`config.mk`:
```
export PLATFORM = sky130hd
export DESIGN_NAME = recv
export DESIGN_NICKNAME = d
export VERILOG_FILES = /design/src/rtl/recv.sv
export SDC_FILE = /design/constraint.sdc
export NUM_CORES = 1
export LEC_CHECK = 0
export CAP_MARGIN = 40
export CELL_PAD_IN_SITES_DETAIL_PLACEMENT = 1
export CELL_PAD_IN_SITES_GLOBAL_PLACEMENT = 1
export CORE_MARGIN = 1.5
export CORE_UTILIZATION = 30
export CTS_BUF_LIST = sky130_fd_sc_hd__clkbuf_8
export DETAILED_ROUTE_END_ITERATION = 16
export GPL_ROUTABILITY_DRIVEN = 0
export GPL_TIMING_DRIVEN = 0
export PLACE_DENSITY_LB_ADDON = 0.1
export SYNTH_ARGS = -nofsm -noshare
export SYNTH_HDL_FRONTEND = slang
export SYNTH_SLANG_ARGS = --single-unit
```
`constraint.sdc`:
```
create_clock -name CLK -period 1.9 [get_ports CLK]
set_input_delay 0.285 -clock CLK [delete_from_list [all_inputs] [get_ports CLK]]
set_output_delay 0.285 -clock CLK [all_outputs]
set_load 0.01 [all_outputs]
```
`src/rtl/recv.sv`:
```
// recv: 8N1 UART receiver.
//   Deserialises start + 8 data bits (LSB first) + stop bit from UART_RX at one
//   bit per `wtime` clocks, sampling each bit near its midpoint.
// Ports:
//   CLK      in   clock, rising edge
//   RESET    in   synchronous, active-high reset
//   UART_RX  in   asynchronous serial line, idle high
//   ack      in   consumer has taken `data` (ignored while valid = 0)
//   data     out  last received byte, held until overwritten
//   valid    out  unread byte present
//   busy     out  frame in progress
//   ferr     out  one-cycle pulse: stop bit sampled low, byte discarded
//   overrun  out  one-cycle pulse: byte completed while an unread byte was pending
module recv #(
    parameter int unsigned wtime = 32'h28B0  // clocks per bit, must be >= 4
) (
    input  logic       CLK,
    input  logic       RESET,
    input  logic       UART_RX,
    input  logic       ack,
    output logic [7:0] data,
    output logic       valid,
    output logic       busy,
    output logic       ferr,
    output logic       overrun
);

    localparam logic [31:0] HalfM1  = 32'(wtime >> 1) - 32'd1;
    localparam logic [31:0] WtimeM1 = 32'(wtime) - 32'd1;

    typedef enum logic [1:0] {StIdle, StStart, StData, StStop} state_e;

    state_e      state_q, state_d;
    logic        rx_s1_q, rx_s2_q, rx_prev_q;
    logic [31:0] clk_count_q, clk_count_d;
    logic [3:0]  bit_idx_q, bit_idx_d;
    logic [7:0]  shift_q, shift_d;
    logic [7:0]  data_q, data_d;
    logic        valid_q, valid_d;
    logic        ferr_q, ferr_d;
    logic        overrun_q, overrun_d;

    always_ff @(posedge CLK) begin
        if (RESET) begin
            state_q     <= StIdle;
            rx_s1_q     <= 1'b1;
            rx_s2_q     <= 1'b1;
            rx_prev_q   <= 1'b1;
            clk_count_q <= 32'd0;
            bit_idx_q   <= 4'd0;
            shift_q     <= 8'h00;
            data_q      <= 8'h00;
            valid_q     <= 1'b0;
            ferr_q      <= 1'b0;
            overrun_q   <= 1'b0;
        end else begin
            state_q     <= state_d;
            rx_s1_q     <= UART_RX;
            rx_s2_q     <= rx_s1_q;
            rx_prev_q   <= rx_s2_q;
            clk_count_q <= clk_count_d;
            bit_idx_q   <= bit_idx_d;
            shift_q     <= shift_d;
            data_q      <= data_d;
            valid_q     <= valid_d;
            ferr_q      <= ferr_d;
            overrun_q   <= overrun_d;
        end
    end

    always_comb begin
        state_d     = state_q;
        clk_count_d = clk_count_q + 32'd1;
        bit_idx_d   = bit_idx_q;
        shift_d     = shift_q;
        data_d      = data_q;
        valid_d     = valid_q;
        ferr_d      = 1'b0;
        overrun_d   = 1'b0;

        // A byte completing on this same edge overrides the clear below.
        if (valid_q && ack) begin
            valid_d = 1'b0;
        end

        case (state_q)
            StIdle: begin
                // Only a high->low transition starts a frame; a held-low line does not.
                if (!rx_s2_q && rx_prev_q) begin
                    state_d     = StStart;
                    clk_count_d = 32'd0;
                end
            end
            StStart: begin
                if (clk_count_q == HalfM1) begin
                    clk_count_d = 32'd0;
                    state_d     = rx_s2_q ? StIdle : StData;  // high here means a glitch
                    bit_idx_d   = 4'd0;
                end
            end
            StData: begin
                if (clk_count_q == WtimeM1) begin
                    clk_count_d = 32'd0;
                    shift_d     = {rx_s2_q, shift_q[7:1]};
                    bit_idx_d   = bit_idx_q + 4'd1;
                    if (bit_idx_q == 4'd7) begin
                        state_d = StStop;
                    end
                end
            end
            StStop: begin
                if (clk_count_q == WtimeM1) begin
                    clk_count_d = 32'd0;
                    state_d     = StIdle;
                    if (rx_s2_q) begin
                        data_d    = shift_q;
                        valid_d   = 1'b1;
                        overrun_d = valid_q && !ack;
                    end else begin
                        ferr_d = 1'b1;
                    end
                end
            end
            default: begin
                state_d = StIdle;
            end
        endcase
    end

    assign data    = data_q;
    assign valid   = valid_q;
    assign busy    = (state_q != StIdle);
    assign ferr    = ferr_q;
    assign overrun = overrun_q;

endmodule
```
# Word level (Yosys, flattened, before mapping)
# Cells that the tools add are included.
# totals
input_bits	4
register_bits	60
wordCells	61
output_inout_bits	12
# op_classes
mux	19
n_bitwise	3
eq_ne	11
n_reduce_logical	15
add_sub_neg	2
# ops
op	n
$mux W32	3
$pmux W32 S3	1
$add A32 B1 Y32 const B	1
$eq A32 B13 Y1 const B	1
$eq A32 B14 Y1 const B	1
$mux W2	6
$ne A2 B2 Y1 const B	5
$mux W4	2
$pmux W2 S4	1
$pmux W4 S2	1
$reduce_and A3 Y1	2
$mux W1	5
$reduce_and A5 Y1	1
$add A4 B1 Y4 const B	1
$eq A2 B2 Y1 const B	2
$eq A4 B3 Y1 const B	1
$reduce_bool A2 Y1	2
$reduce_or A4 Y1	1
$logic_and A1 B1 Y1	3
$not A1 Y1	3
$reduce_or A3 Y1	1
$eq A2 B1 Y1 const B	1
$logic_not A1 Y1	2
$logic_not A2 Y1	1
other kinds (2)	2

# Logic depth before layout (Yosys ltp)
# depth
depth_word	5
mapped_depth	7
depth_no_buf	6

# Worst setup path before layout
# OpenSTA, ideal clock, no wires.
# synth_timing
kind	register -> register
startpoint	register clk_count_q[0]
endpoint	register clk_count_q[21]
path_buffers	1
t_arrival_ns	1.755
t_required_ns	1.762
setup_time_ns	0.138
period_less_slack_ns	1.893
path_slack_ns	0.007
path_stages_with_launch	8
path_cell_list	dfxtp_1 -> ha_1 -> nor4bb_1 -> nand4_1 -> nor3_4 -> a2bb2oi_4 -> buf_8 -> nor3_2
# synth_between
elab_chain_cells	3
word_cells_on_any_way	7
cone_classes	add/sub (1); eq/ne (2); mux (4)
# synth_lines
item	line	rtl
start: declaration	35	logic [31:0] clk_count_q, clk_count_d;
start signal: assignment	61	clk_count_q <= clk_count_d;
$add A32 B1 Y32, or another cell as far along	73	clk_count_d = clk_count_q + 32'd1;
$mux W32 (on tied branches)	n/a	
$pmux W32 S3 (*)	86	case (state_q)
# Mark *: on every way between the ends. The rest lies on a longest branch, timed or not.
# A chain may end at the register's enable or synchronous reset.

# Worst setup path after layout
# layout_timing
startpoint	register clk_count_q[26]
endpoint	register clk_count_q[26]
# The elaborated chain is that of the path after synthesis.

==> out/results.tsv <==
metric	value	unit
Synth top area share	0.4199	
Worst Hold Class	reg2reg	
Yosys cell types	43	
Row Count	35	
First DRT Iteration DRCs	58	
core area	0.009240	mm²
clock root cell	clkbuf_8	
Final setup viols	11	
top post-synthesis cells by area	dfxtp_1 (42%), nor3_2 (7.0%), xor2_1 (6.4%), nand2_1 (4.7%), nand3_1 (3.1%)	
Worst R2R Setup Slack	-0.02	ns
CP peak stage delay	0.36	ns
wl on met1	3710	µm
CTS H-Tree Depth	3	
Pins Over Slew Limit	0	
chip height	100.6	µm
DR vias/cell	4.872	
Worst Max-Slew Pin Slew	0.7402	ns
DRC	0	
Flop pwr share	0.496	
Total Power	2.571	mW
max-cap viol count	0	
Reg2Reg Launch Point	clk_count_q[26]	
Worst Reg-to-Reg Cells	8	
FF-to-FF End	clk_count_q[26]	
worst-skew pair later-pin latency	0.35	ns
Net Sw Power	642.3	µW
Synth Flop Type	dfxtp_1	
minimum clock period	1.921	ns
top layer reached by signal wires	met4	
initial antenna violation count	0	
Mapped Avg Cell Area	9.502	µm²
worst setup margin	-0.02081	ns
skew final	0.009278	ns
Hold Path Depth	1	
biggest area consumer among synthesized cells	dfxtp_1	
CP Data Required Time	2.10	ns
origin of the worst min-delay path	rx_s1_q	
most frequent cells in the layout	dfxtp_1 (50), nand2_1 (35), nor3_2 (21), xor2_1 (21), nand3_1 (16)	
initial cell density of the core	0.3095	
CTS tree	built	
I/O Buffers	15	
RSZ-0062 raised after global routing	true	
asr flop ratio synth	0	
CTS buffer count	9	
Post-layout nets	349	
CP max-delay cell	dfxtp_2	
synthesis-stage register bit count	60	
CP Capture Type	flop	
CP Launch Type	flop	
critical path type	reg2reg	
number of inserted diodes	0	
Pre-antenna DRT Iters	4	
die width	100.6	µm
clk sink count	60	
gr ovfl total	0	
WL per Instance	15.55	µm
mapped cell area	0.002860	mm²
GRT Util Overall	0.1533	
antenna-violating nets left	0	
Final Hold Viols	0	
crit-path max FO	9	
Placed Instance Area	0.003172	mm²
layout cells sized above 1	0.2730	
most common cell after layout, fill and taps aside	dfxtp_1	
clock-pin slew on the worst setup and hold paths	0.07	ns
Rel. slew slack	0.5066	
Worst VDD drop	0.3619	mV
crit path cell chain	nor4_4, nand4_1, buf_6, nor3_4, a2bb2oi_4, buf_12, clkbuf_16, nor3_2	
sequential-to-total area share from yosys stat	0.4199	
Cell Pwr Density	694.9	mW/mm²
top-level I/O count	16	
hold endpoint	rx_s2_q	
syn_nets	307	
Mapped Cells	301	
final WL	7415	µm
number of flops mapped to enable cells by yosys	0	
setup TNS	-0.1051	ns
Logic pwr share	0.046	
first-pass GRT wire length	11940	µm
Fillers	1055	
Via Count	2324	
synth warn	0	
clk buf depth	2	
Pleak	1.368	nW
failing checks	negative setup slack	
met2 WL post-DR	3456	µm
Clk pwr share	0.458	
Critical Path AT	2.12	ns
pin count of the biggest net entering global routing	13	
post-route cell area	0.003700	mm²
status	finished with violations	
detailed route wirelength on metal3	162	µm
vias in the first global route	2353	
Final Cycle Share	1.011	
sw frac	0.2498	
P_int	1.929	mW
P&R area growth vs syn	29.35	%
die area	0.01013	mm²
fmax	0.5206	GHz
dpl hpwl	4891	µm
critical path: cells and delay by family (launching register included):
kind	cells	cell delay, ns
and+or+nand+nor	4	0.74
buffers and inverters	3	0.48
DFF	1	0.36
AOI/OAI and AO/OA	1	0.19
power groups by stage:
| stage | combinational [mW] | sequential (mW) | clock [mW] |
|---|---|---|---|
| 3_5_place_dp | 0.0907 | 1.30 | 0 |
| 6_report | 0.119 | 1.27 | 1.18 |
| 4_1_cts | 0.108 | 1.27 | 1.22 |
| 2_1_floorplan | 0.0616 | 1.30 | 0 |
| 3_3_place_gp | 0.0908 | 1.30 | 0 |
| 5_1_grt | 0.130 | 1.27 | 1.27 |
worst max path at each step:
stage                    startpoint         endpoint  slack [ns]  cells past startpoint
global placement     clk_count_q[0]  clk_count_q[22]       -0.33                      7
global route        clk_count_q[23]  clk_count_q[26]       -0.13                      8
floorplan            clk_count_q[0]  clk_count_q[21]       0.007                      7
CTS                 clk_count_q[24]  clk_count_q[22]      -0.001                      8
finish              clk_count_q[26]  clk_count_q[26]       -0.02                      8
detailed placement   clk_count_q[0]  clk_count_q[22]       -0.34                      7
Yosys cell counts, drive strengths merged (2+ instances only):
master / n
xor2: 21
mux2i: 8
clkbuf: 10
a21oi: 11
and3: 9
nand2: 36
a21boi: 2
inv: 5
and4: 8
nand4: 12
nor4b: 3
and4bb: 2
ha: 2
nor4: 8
o21a: 2
dfxtp: 60
nor3: 37
nor3b: 2
buf: 7
or2: 2
xnor2: 9
nand3: 18
nor2: 14
and2: 3
per-layer routing:
layer	global-route usage	vias to the layer above
met1	0.2026	1144
li1	-	1155
met2	0.2391	19
met5	0	-
met3	0.04369	6
met4	0.05309	0
state kept, by name, summed over array words and instances, names as in the netlist, named ones only:
| name | count |
|---|---|
| rx_s1_q | 1 |
| rx_s2_q | 1 |
| valid | 1 |
| data | 8 |
| ferr | 1 |
| rx_prev_q | 1 |
| overrun | 1 |
| state_q | 1 |
| bit_idx_q | 4 |
| shift_q | 8 |
| clk_count_q | 32 |
through the flow:
stage	hold WS [ns]	instances	setup slack, ns	util
floorplan	0.3888	301	0.006664	-
global placement	0.4049	445	-0.3334	0.3433
detailed placement	0.4005	445	-0.3365	0.3433
CTS	0.4223	471	-0.001489	0.3836
global route	0.4501	477	-0.1280	0.4004
finish	0.4186	477	-0.02081	0.4004
area by class of cell:
cell class / count / area [µm²] / area share
clock inverter: 7 / 77.57 / 0.02097
timing repair buffer: 32 / 336.6 / 0.09097
multi-input combinational: 219 / 1649 / 0.4457
buffer: 16 / 113.9 / 0.03077
clock buffer: 9 / 123.9 / 0.03348
inverter: 5 / 18.77 / 0.005073
sequential: 60 / 1219 / 0.3294
tap: 129 / 161.4 / 0.04363
kinds of logic (layout without fill, tap and decap cells):
logic type / Yosys count / after routing / synth area share
AND/OR/NAND/NOR: 156 / 156 / 0.3508
flip-flops: 60 / 60 / 0.4199
XOR/XNOR: 30 / 30 / 0.09187
AO/OA/AOI/OAI: 23 / 23 / 0.05906
buffers and inverters: 22 / 69 / 0.04156
multiplexers: 8 / 8 / 0.02800
adder cells (fa/ha/maj): 2 / 2 / 0.008748
timing repair:
| item | in CTS | in global routing |
|---|---|---|
| gates cloned | 1 | 2 |
| buffers inserted | 10 | 4 |
| hold buffers | 0 | 0 |
| resized for setup | 18 | 21 |
| pin swaps | 10 | 6 |
| setup endpoints to repair | 55 | 49 |
Power figures use the tool's default switching activity.
